`src/rtl/cpu_pkg.sv`:
```
// Shared encodings for the stack CPU control path: instruction classes,
// SYS sub-codes, sequencer states and stack-pointer control bit positions.
package cpu_pkg;

    localparam int DATA_W_DEF  = 16;
    localparam int INSTR_W_DEF = 18;

    localparam logic [1:0] CLS_ALU  = 2'b00;
    localparam logic [1:0] CLS_PUSH = 2'b01;
    localparam logic [1:0] CLS_JMP  = 2'b10;
    localparam logic [1:0] CLS_SYS  = 2'b11;

    localparam logic [1:0] SYS_NOP  = 2'b00;
    localparam logic [1:0] SYS_POP  = 2'b01;
    localparam logic [1:0] SYS_HALT = 2'b10;
    localparam logic [1:0] SYS_JC   = 2'b11;

    typedef logic [2:0] state_t;
    localparam state_t S_FETCH = 3'd0;
    localparam state_t S_EX1   = 3'd1;
    localparam state_t S_EX2   = 3'd2;
    localparam state_t S_WB    = 3'd3;
    localparam state_t S_HALT  = 3'd4;

    localparam int SP_SEL = 2;
    localparam int SP_INC = 1;
    localparam int SP_DEC = 0;

    function automatic logic [15:0] sext14(input logic [13:0] v);
        return {{2{v[13]}}, v};
    endfunction

endpackage

```
`src/rtl/control_sequencer_instr_decode.sv`:
```
// Combinational field extraction for the 18-bit stack CPU instruction word.
module instr_decode
    import cpu_pkg::*;
#(
    parameter int INSTR_W = INSTR_W_DEF
) (
    input  logic [INSTR_W-1:0] i_ir,
    output logic [1:0]         o_cls,
    output logic [1:0]         o_sub,
    output logic [15:0]        o_imm,
    output logic [15:0]        o_offset,
    output logic [5:0]         o_alu_op
);

    assign o_cls    = i_ir[17:16];
    assign o_sub    = i_ir[15:14];
    assign o_imm    = i_ir[15:0];
    assign o_offset = sext14(i_ir[13:0]);
    assign o_alu_op = i_ir[5:0];

endmodule

```
`src/rtl/control_sequencer.sv`:
```
// Fetch/execute/writeback sequencer driving the stack, stack pointer and ALU.
// Optional build macro SINGLE_STEP_EN adds i_step to gate each instruction fetch.
module control_sequencer
    import cpu_pkg::*;
#(
    parameter int          DATA_W      = DATA_W_DEF,
    parameter int          INSTR_W     = INSTR_W_DEF,
    parameter int          STACK_DEPTH = 256,
    parameter logic [15:0] RESET_PC    = 16'h0000
) (
    input  logic               i_clk,
    input  logic               i_rst,
`ifdef SINGLE_STEP_EN
    input  logic               i_step,
`endif
    output logic [15:0]        o_pc,
    input  logic [INSTR_W-1:0] i_instr,
    input  logic [DATA_W-1:0]  i_stk_top,
    input  logic [15:0]        i_sp_count,
    output logic [DATA_W-1:0]  o_bus_data,
    output logic               o_bus_oe,
    output logic               o_stk_w,
    output logic               o_stk_s,
    output logic [2:0]         o_sp_ctrl,
    output logic [DATA_W-1:0]  o_alu_a,
    output logic [5:0]         o_alu_op,
    input  logic [DATA_W-1:0]  i_alu_out,
    input  logic               i_alu_carry,
    output logic               o_carry,
    output logic               o_halted,
    output logic               o_fault
);

    localparam logic [16:0] DEPTH_LIM = 17'(STACK_DEPTH);

    state_t               state_q, state_d;
    logic [15:0]          pc_q, pc_d;
    logic [INSTR_W-1:0]   ir_q, ir_d;
    logic [DATA_W-1:0]    a_q, a_d;
    logic [DATA_W-1:0]    res_q, res_d;
    logic                 carry_q, carry_d;
    logic                 fault_q, fault_d;
    logic                 step_ok;

    logic [1:0]  dec_cls;
    logic [1:0]  dec_sub;
    logic [15:0] dec_imm;
    logic [15:0] dec_offset;
    logic [5:0]  dec_alu_op;

`ifdef SINGLE_STEP_EN
    assign step_ok = i_step;
`else
    assign step_ok = 1'b1;
`endif

    instr_decode #(.INSTR_W(INSTR_W)) u_decode (
        .i_ir     (ir_q),
        .o_cls    (dec_cls),
        .o_sub    (dec_sub),
        .o_imm    (dec_imm),
        .o_offset (dec_offset),
        .o_alu_op (dec_alu_op)
    );

    always_comb begin
        state_d    = state_q;
        pc_d       = pc_q;
        ir_d       = ir_q;
        a_d        = a_q;
        res_d      = res_q;
        carry_d    = carry_q;
        fault_d    = fault_q;
        o_bus_data = '0;
        o_bus_oe   = 1'b0;
        o_stk_w    = 1'b0;
        o_stk_s    = 1'b0;
        o_sp_ctrl  = 3'b000;
        o_alu_a    = '0;
        o_alu_op   = 6'd0;

        // Outputs are suppressed while reset is asserted so an aborted
        // instruction cannot emit a strobe in the reset cycle itself.
        if (!i_rst) begin
            case (state_q)
                S_FETCH: begin
                    if (step_ok) begin
                        ir_d    = i_instr;
                        state_d = S_EX1;
                    end
                end
                S_EX1: begin
                    case (dec_cls)
                        CLS_ALU: begin
                            if (i_sp_count < 16'd2) begin
                                fault_d = 1'b1;
                                state_d = S_HALT;
                            end else begin
                                a_d               = i_stk_top;
                                o_sp_ctrl[SP_SEL] = 1'b1;
                                o_sp_ctrl[SP_DEC] = 1'b1;
                                state_d           = S_EX2;
                            end
                        end
                        CLS_PUSH: begin
                            if ({1'b0, i_sp_count} >= DEPTH_LIM) begin
                                fault_d = 1'b1;
                                state_d = S_HALT;
                            end else begin
                                o_sp_ctrl[SP_SEL] = 1'b1;
                                o_sp_ctrl[SP_INC] = 1'b1;
                                state_d           = S_WB;
                            end
                        end
                        CLS_JMP: begin
                            pc_d    = dec_imm;
                            state_d = S_FETCH;
                        end
                        default: begin
                            case (dec_sub)
                                SYS_NOP: begin
                                    pc_d    = pc_q + 16'd1;
                                    state_d = S_FETCH;
                                end
                                SYS_POP: begin
                                    if (i_sp_count == 16'd0) begin
                                        fault_d = 1'b1;
                                        state_d = S_HALT;
                                    end else begin
                                        o_sp_ctrl[SP_SEL] = 1'b1;
                                        o_sp_ctrl[SP_DEC] = 1'b1;
                                        pc_d              = pc_q + 16'd1;
                                        state_d           = S_FETCH;
                                    end
                                end
                                SYS_HALT: state_d = S_HALT;
                                default: begin
                                    pc_d    = carry_q ? (pc_q + dec_offset) : (pc_q + 16'd1);
                                    state_d = S_FETCH;
                                end
                            endcase
                        end
                    endcase
                end
                S_EX2: begin
                    o_alu_a  = a_q;
                    o_alu_op = dec_alu_op;
                    res_d    = i_alu_out;
                    carry_d  = i_alu_carry;
                    state_d  = S_WB;
                end
                S_WB: begin
                    // ALU already dropped one entry in EX1; result overwrites the new top.
                    o_bus_oe   = 1'b1;
                    o_stk_s    = 1'b1;
                    o_stk_w    = 1'b1;
                    o_bus_data = (dec_cls == CLS_PUSH) ? DATA_W'(dec_imm) : res_q;
                    pc_d       = pc_q + 16'd1;
                    state_d    = S_FETCH;
                end
                S_HALT: state_d = S_HALT;
                default: state_d = S_FETCH;
            endcase
        end
    end

    always_ff @(posedge i_clk) begin
        if (i_rst) begin
            state_q <= S_FETCH;
            pc_q    <= RESET_PC;
            ir_q    <= '0;
            a_q     <= '0;
            res_q   <= '0;
            carry_q <= 1'b0;
            fault_q <= 1'b0;
        end else begin
            state_q <= state_d;
            pc_q    <= pc_d;
            ir_q    <= ir_d;
            a_q     <= a_d;
            res_q   <= res_d;
            carry_q <= carry_d;
            fault_q <= fault_d;
        end
    end

    assign o_pc     = pc_q;
    assign o_carry  = carry_q;
    assign o_fault  = fault_q;
    assign o_halted = (state_q == S_HALT);

endmodule

```
`config.mk`:
```
export PLATFORM = sky130hd
export DESIGN_NAME = control_sequencer
export DESIGN_NICKNAME = d
export VERILOG_FILES = /design/src/rtl/cpu_pkg.sv /design/src/rtl/control_sequencer_instr_decode.sv /design/src/rtl/control_sequencer.sv
export SDC_FILE = /design/constraint.sdc
export NUM_CORES = 1
export LEC_CHECK = 0
export CAP_MARGIN = 10
export CORE_ASPECT_RATIO = 1.2
export CORE_MARGIN = 1
export CORE_UTILIZATION = 30
export CTS_BUF_LIST = sky130_fd_sc_hd__clkbuf_4 sky130_fd_sc_hd__clkbuf_8
export DETAILED_ROUTE_END_ITERATION = 16
export PLACE_DENSITY = 0.52
export SLEW_MARGIN = 20
export SYNTH_ARGS = -nofsm -noshare
export SYNTH_HDL_FRONTEND = slang
export SYNTH_HIERARCHICAL = 1
export SYNTH_SLANG_ARGS = --single-unit
export TNS_END_PERCENT = 1
```
`constraint.sdc`:
```
create_clock -name i_clk -period 4.44 [get_ports i_clk]
set_input_delay 0.666 -clock i_clk [delete_from_list [all_inputs] [get_ports i_clk]]
set_output_delay 0.666 -clock i_clk [all_outputs]
set_load 0.02 [all_outputs]
```
After elaboration in Yosys (flattened, before gate mapping)
Index checks and enable logic that the tools add are counted.
- add/subtract/negate cells: 2
- $lt $le $gt $ge: 2
- equal/unequal tests: 13
- multiplexer cells: 34
- bitwise operators: 2
- reduce and logical (&&, ||, !) cells: 12
- operator list (kind ; count):
    two-way mux 16 bit ; 7
    one-hot mux 16 bit (2 select lines) ; 2
    one-hot mux 16 bit (3 select lines) ; 1
    adder 16 x 1 -> 16 bit (second input constant) ; 1
    adder 16 bit ; 1
    greater-or-equal comparator 16 x 9 -> 1 bit (second input constant) ; 1
    logical NOT 16 bit ; 1
    less-than comparator 16 x 2 -> 1 bit (second input constant) ; 1
    two-way mux 3 bit ; 5
    two-way mux 6 bit ; 2
    one-hot mux 3 bit (4 select lines) ; 1
    two-way mux 1 bit ; 10
    one-hot mux 3 bit (3 select lines) ; 1
    equality test 3 x 2 -> 1 bit (second input constant) ; 2
    inequality test 2 bit (second input constant) ; 3
    one-hot mux 1 bit (3 select lines) ; 2
    one-hot mux 3 bit (2 select lines) ; 1
    AND reduction 6 bit ; 1
    nonzero test 3 bit ; 2
    equality test 2 x 1 -> 1 bit (second input constant) ; 2
    equality test 2 bit (second input constant) ; 2
    logical NOT 2 bit ; 2
    inequality test 4 bit (second input constant) ; 1
    AND reduction 4 bit ; 1
    10 further kinds ; 12
- register bits: 71
- input bits: 69
- logic and storage cells: 72

Longest topological paths before layout
Gate-level depths: netlist of the first run.
- depth after elaboration: 6
- depth in mapped cells: 9
- depth with buffers taken out: 8

Cells and area by module
Netlist of the first run, hierarchy kept.
- modules (own cells, without submodules) (module ; times used ; cells an instance ; area an instance (µm²) ; seq. area each (µm²)):
    control_sequencer ; 1 ; 624 ; 4695.8 ; 1421.4
    instr_decode ; 1 ; 42 ; 315.3 ; 0.0

Worst setup path before layout of the first run
No wires, ideal clock.
- path kind: register to output
- start point: register state_q[1]
- end point: output o_stk_s
- data arrival time: 1957 ps
- data required time: 3774 ps
- path slack: 1817 ps
- cell stages (with the launch flop): 9
- buffers on the path: 5
- path through: dfxtp_1 -> buf_2 -> and3b_1 -> buf_2 -> clkbuf_1 -> nand2_1 -> clkbuf_1 -> inv_1 -> buf_4
- word-level cells in the longest chain between the ends: 3
- ends and longest elaborated chain (element ; RTL line ; text):
    start: declaration ; control_sequencer.sv:36 ; state_t state_q, state_d;
    start signal: assignment ; control_sequencer.sv:177 ; state_q <= state_d;
    equality test 3 x 2 -> 1 bit ; n/a ;
    two-way mux 1 bit (2 in a row) ; n/a ;
    end: declaration ; control_sequencer.sv:23 ; output logic o_stk_s,
Every way passes these cells.

Worst setup path in the final report of the first run
- start point: register state_q[1]
- end point: output o_alu_op[0]
- word-level cells in the longest chain between the ends: 3
- ends and longest elaborated chain (element ; RTL line ; text):
    equality test 3 x 2 -> 1 bit ; control_sequencer.sv:85 ; case (state_q)
    two-way mux 6 bit ; control_sequencer.sv:85 ;
    two-way mux 6 bit ; control_sequencer.sv:84 ; if (!i_rst) begin
    end: declaration ; control_sequencer.sv:26 ; output logic [5:0] o_alu_op,
Every way passes these cells.

==> metrics.txt, run 1 <==
1st-iter DRT viols 263; htree depth 3; slowest CP cell nor2b_2; die span in x 120 um; critical path peak fanout 28; drt total wl 16.0 mm; Synth Instances 666; Worst-Skew Late Latency 0.37 ns; first-pass GRT wire length 25.3 mm; Placer Congestion 0.836; vias in the first global route 4905; crit path cell chain nor2b_1, nor2b_2, and3_1, clkdlybuf4s50_1; max layer used met4; FMAX 277 MHz; Synthesized Nets 755; met3 routed WL 1.09 mm; Final Util 39.3%; WL met1 6.71 mm; initial antenna violation count 0; TritonCTS clock tree yes; Pwr Total 1.75 mW; num rows 51; Hold Fails Final Rpt 0; relative slew slack 30.4%; Post-CTS Setup Bufs 0; CP Launch Type flop; Pins Over Slew Limit 0; Seq/Total Area, Yosys 28.4%; clock sinks 71; CTS root buf clkbuf_8; final non-filler cell total 951; Core Box Area 16300 um2; CTS Hold Bufs 0; port bufs 131; CTS Buffer Depth 2; final setup fails 0; Clock transition at path regs 0.07 ns; DR pass1 iterations 5; Slew @ Worst Pin 1.04 ns; most frequent cells in the layout 140 x nand2_1, 130 x clkdlybuf4s50_1, 71 x dfxtp_1, 70 x a21oi_1, 41 x nor2_1; Synth Warn # 6; CP peak stage delay 0.87 ns; post-synth cell types 64; number of gates resized after CTS 0; Final min period 3.60 ns; synthesized area 5010 um2; Inst Count DP 935; DRC 0; post-route cell area 6400 um2; P_leak 2.50 nW; clk_skew 0.00634 ns; crit end category primary output; Req. time, crit path 3.77 ns; gr usage total 19.0%; VDD IR max 0.000113 V; CTS buffer count 9; FILL cells 1739; unrepaired setup endpoints after global routing no; commonest register cell after synthesis dfxtp_1; Worst Path Arrival 2.94 ns; WL/cell 16.8 um; status completed; Die Footprint 17200 um2; largest net degree at the start of global routing 70; register bit total from synthesis 71; Area Growth Syn to Fin 27.7%; share of layout cells above drive strength 1 5.69%; final setup TNS 0 ns; Cell Area, Placed 6180 um2; via count 4911; Initial Util 30.8%; vias per cell 5.16; Die H 144 um; worst setup path class flop to primary output; DR WL met2 7.77 mm; number of synthesized flops with an enable pin 0; Cell Pwr Density 274 nW/um2; Final Cycle Share 81.2%; GRT overflow 0; Syn Area/Cell 7.52 um2; post-route ant nets 0; DP HPWL 11.9 mm; Ports 132; most common cell after layout, fill and taps aside nand2_1; Async SR Flop Fraction 0%; maxcap violations 0; nets 823; Hold Path Class flop to flop
[cell families after synthesis]
family	share of synthesized area [%]
buf+inv	10.7
simple gates	26.2
fa+ha+maj	5.14
flops	28.4
compound gates	21.4
mux	3.99
xor+xnor	4.19
[Yosys cell counts (3+ instances only)]
cell,n,area share (%)
mux2i_1,20,4.0
o22ai_1,5,0.62
a211oi_1,7,1.0
a311oi_1,3,0.52
nor4_4,3,1.3
o211ai_1,6,0.90
o21ai_1,3,0.30
buf_4,44,6.6
xnor2_1,13,2.3
inv_1,11,0.82
a221oi_1,6,1.0
a31oi_1,7,0.87
ha_1,19,4.7
nor3_1,15,1.5
nor3b_1,4,0.60
nand3_1,9,0.90
nand2_1,140,10
nor2_1,41,3.1
xor2_1,11,1.9
o31a_1,4,0.70
nand3b_1,3,0.45
dfxtp_1,71,28
nor2b_1,4,0.50
buf_2,8,0.80
o21a_1,5,0.75
o21ai_0,14,1.4
a21oi_1,70,7.0
a21o_1,9,1.3
nand4_1,8,1.0
clkbuf_1,32,2.4
nand2b_1,3,0.37
and3_1,29,3.6
[power by group]
group | leakage (nW) | total, mW | internal [mW] | switching, mW
sequential | 0.580 | 0.749 | 0.682 | 0.0670
clock | 0.113 | 0.588 | 0.333 | 0.255
combinational | 1.80 | 0.415 | 0.189 | 0.226
[flip-flops by register name (all words and copies together), names as in the netlist]
name,cells
o_fault,1
state_q,3
o_pc,16
ir_q,18
a_q,16
res_q,16
o_carry,1
[worst paths after layout]
kind | start | end | slack [ns] | cells past startpoint
setup / recovery | state_q[1] | o_alu_op[0] | 0.84 | 4
hold / removal | res_q[11] | res_q[11] | 0.46 | 2
setup reg to reg | o_pc[0] | o_pc[14] | 1.69 | 8
hold reg to reg | res_q[11] | res_q[11] | 0.46 | 2
[cell type report]
type / instances / area [um2] / share of cell area [%]
multi-input cells: 499 / 3070 / 47.9
flip-flops and latches: 71 / 1420 / 22.2
repair buffers: 141 / 1380 / 21.6
well taps: 212 / 265 / 4.15
clock buffers: 11 / 145 / 2.27
clock inverters: 4 / 70.1 / 1.10
inverters: 12 / 45.0 / 0.704
diodes: 1 / 2.50 / 0.0391
[metal layers]
layer | vias up | GRT usage [%]
li1 | 2433 | -
met1 | 2298 | 21.9
met2 | 152 | 32.4
met3 | 28 | 5.48
met4 | 0 | 8.49
met5 | - | 0
[worst max-delay path, delay by kind of cell, from the launching register on]
kind	cells	cell delay (ns)
and+or+nand+nor	3	1.41
DFF	1	0.55
buffers and inverters	1	0.60
[metrics by stage]
stage          setup slack (ns)  hold WS, ns
2_1_floorplan              1.82        0.437
6_report                  0.835        0.457
4_1_cts                   0.825        0.460
3_5_place_dp               1.02        0.448
3_3_place_gp               1.05        0.445
5_1_grt                   0.641        0.477
Power figures use the tool's default switching activity.
==> inputs of run 2 (changes only) <==
==> constraint.sdc (replaced) <==
create_clock -name i_clk -period 3.36 [get_ports i_clk]
set_input_delay 0.504 -clock i_clk [delete_from_list [all_inputs] [get_ports i_clk]]
set_output_delay 0.504 -clock i_clk [all_outputs]
set_load 0.02 [all_outputs]
==> metrics.txt, run 2 (same netlist as run 1, synthesis figures left out) <==
status completed; via count 4991 (+1.6%); combinational power share 24.6% (+0.9 points); nets 832 (+1.1%); Die Footprint 17200 um2 (unchanged); DR pass1 iterations 5 (unchanged); crit path cell chain inv_1, nand2_1, nand2_1, a21oi_1, clkdlybuf4s50_1; WL/cell 17.1 um (+1.6%); Ports 132 (unchanged); die span in x 120 um (unchanged); initial antenna violation count 0 (unchanged); final setup fails 0 (unchanged); NetSw 731 uW (+33%); Final min period 3.05 ns; Switching Share 32.2% (+0.86 points); FMAX 328 MHz; Cell Pwr Density 353 nW/um2 (+29%); gr usage total 19.2% (+0.26 points); CP peak stage delay 0.66 ns (-0.21 ns); CTS Hold Bufs 0 (unchanged); 1st-iter DRT viols 390 (+48%); most frequent cells in the layout 140 x nand2_1, 130 x clkdlybuf4s50_1, 71 x dfxtp_1, 70 x a21oi_1, 41 x nor2_1; CP delay by family, top buffers and inverters; largest net degree at the start of global routing 70 (unchanged); Area Growth Syn to Fin 28.6%; Hold Path Class flop to flop; Pins Over Slew Limit 0 (unchanged); VDD IR max 0.000159 V (+40%); Final Util 39.6% (+0.29 points); clock sinks 71 (unchanged); unrepaired setup endpoints after global routing no; share of layout cells above drive strength 1 6.82% (+1.1 points); crit end category primary output; drt total wl 16.4 mm (+2.6%); Post-CTS Setup Bufs 0 (unchanged); CTS Buffer Depth 2 (unchanged); max layer used met4; Final Cycle Share 90.8%; maxcap violations 0 (unchanged); final worst-path setup slack 0.311 ns (-0.525 ns); CTS buffer count 9 (unchanged); clk_skew 0.00670 ns (+0.000360 ns); power share of the clock group 31.9% (-1.7 points); final setup TNS 0 ns (unchanged); post-route ant nets 0 (unchanged); DP HPWL 12.2 mm (+2.2%); most frequent cell on the critical path nand2_1; GRT overflow 0 (unchanged); DRC 0 (unchanged); most common cell after layout, fill and taps aside nand2_1; met3 routed WL 1.27 mm (+16%); WP buf/inv 2 (+1); WL met1 6.75 mm (+0.49%); Placer Congestion 0.898 (+7.4%); Antenna diodes 0 (-1); CTS root buf clkbuf_8; Die H 144 um (unchanged); DR WL met2 8.02 mm (+3.2%); Hold Fails Final Rpt 0 (unchanged); P_leak 2.53 nW (+1.4%); Seq pwr share 43.5% (+0.7 points); P_int 1.54 mW (+28%); number of gates resized after CTS 0 (unchanged); Core Box Area 16300 um2 (unchanged); critical path peak fanout 18 (-36%); TritonCTS clock tree yes; slowest CP cell clkdlybuf4s50_1; Clock transition at path regs 0.08 ns (about the same); Setup Slack @ Placement 0.331 ns (-0.686 ns); Worst Path Arrival 2.55 ns (-0.39 ns); port bufs 131 (unchanged); first-pass GRT wire length 25.5 mm (+0.90%); Worst-Skew Late Latency 0.37 ns (about the same); CP Launch Type flop; htree depth 3 (unchanged); Req. time, crit path 2.86 ns (-0.91 ns); num rows 51 (unchanged); worst setup path class flop to primary output; vias in the first global route 4875 (-0.61%); Initial Util 30.8% (unchanged); number of flip-flops in the largest register 18 (unchanged); largest register by flop count ir_q; relative slew slack 47.3% (+17 points); vias per cell 5.20 (+0.68%); Slew @ Worst Pin 0.790 ns (-0.250 ns)
run 2: per-layer routing:
layer / GRT usage (%) / vias to the layer above
met5: 0 / -
met4: 9.08 / 0
met3: 4.68 / 20
met2: 32.9 / 175
met1: 22.5 / 2350
li1: - / 2446
run 2: area by class of cell:
| cell class | count | area, um2 |
|---|---|---|
| Multi-Input combinational cell | 499 | 3060 |
| Timing Repair Buffer | 150 | 1450 |
| Inverter | 12 | 45.0 |
| Tap cell | 212 | 265 |
| Fill cell | 1755 | 9830 |
| Clock inverter | 3 | 42.5 |
| Clock buffer | 13 | 160 |
| Sequential cell | 71 | 1420 |
run 2: worst paths after layout:
check / endpoint / startpoint / slack [ns] / cells past startpoint
worst max-delay path: o_bus_data[9] / ir_q[17] / 0.31 / 5
worst min-delay path: res_q[9] / res_q[9] / 0.46 / 2
worst max register to register: o_pc[13] / ir_q[15] / 0.65 / 7
worst min register to register: res_q[9] / res_q[9] / 0.46 / 2
run 2: worst min-delay path, delay by kind of cell, from the launching register on:
family          cells  cell delay, ns
flops               1            0.31
compound gates      1            0.05
simple gates        1            0.05
run 2: power groups by stage:
| stage | clock, mW | sequential (mW) | combinational [mW] |
|---|---|---|---|
| after floorplan | 0 | 0.974 | 0.406 |
| after global placement | 0 | 1.01 | 0.553 |
| after detailed placement | 0 | 1.01 | 0.560 |
| after CTS | 0.758 | 0.989 | 0.562 |
| after global routing | 0.783 | 0.998 | 0.613 |
| final | 0.726 | 0.989 | 0.559 |
run 2: per-stage QoR:
stage	cells	hold WS (ns)	cell area [um2]	total power, mW
after floorplan	666	0.437	5010	1.38
after global placement	944	0.445	6240	1.56
after CTS	960	0.457	6440	2.31
after detailed placement	944	0.447	6240	1.57
after global routing	960	0.477	6440	2.39
final	960	0.456	6440	2.27
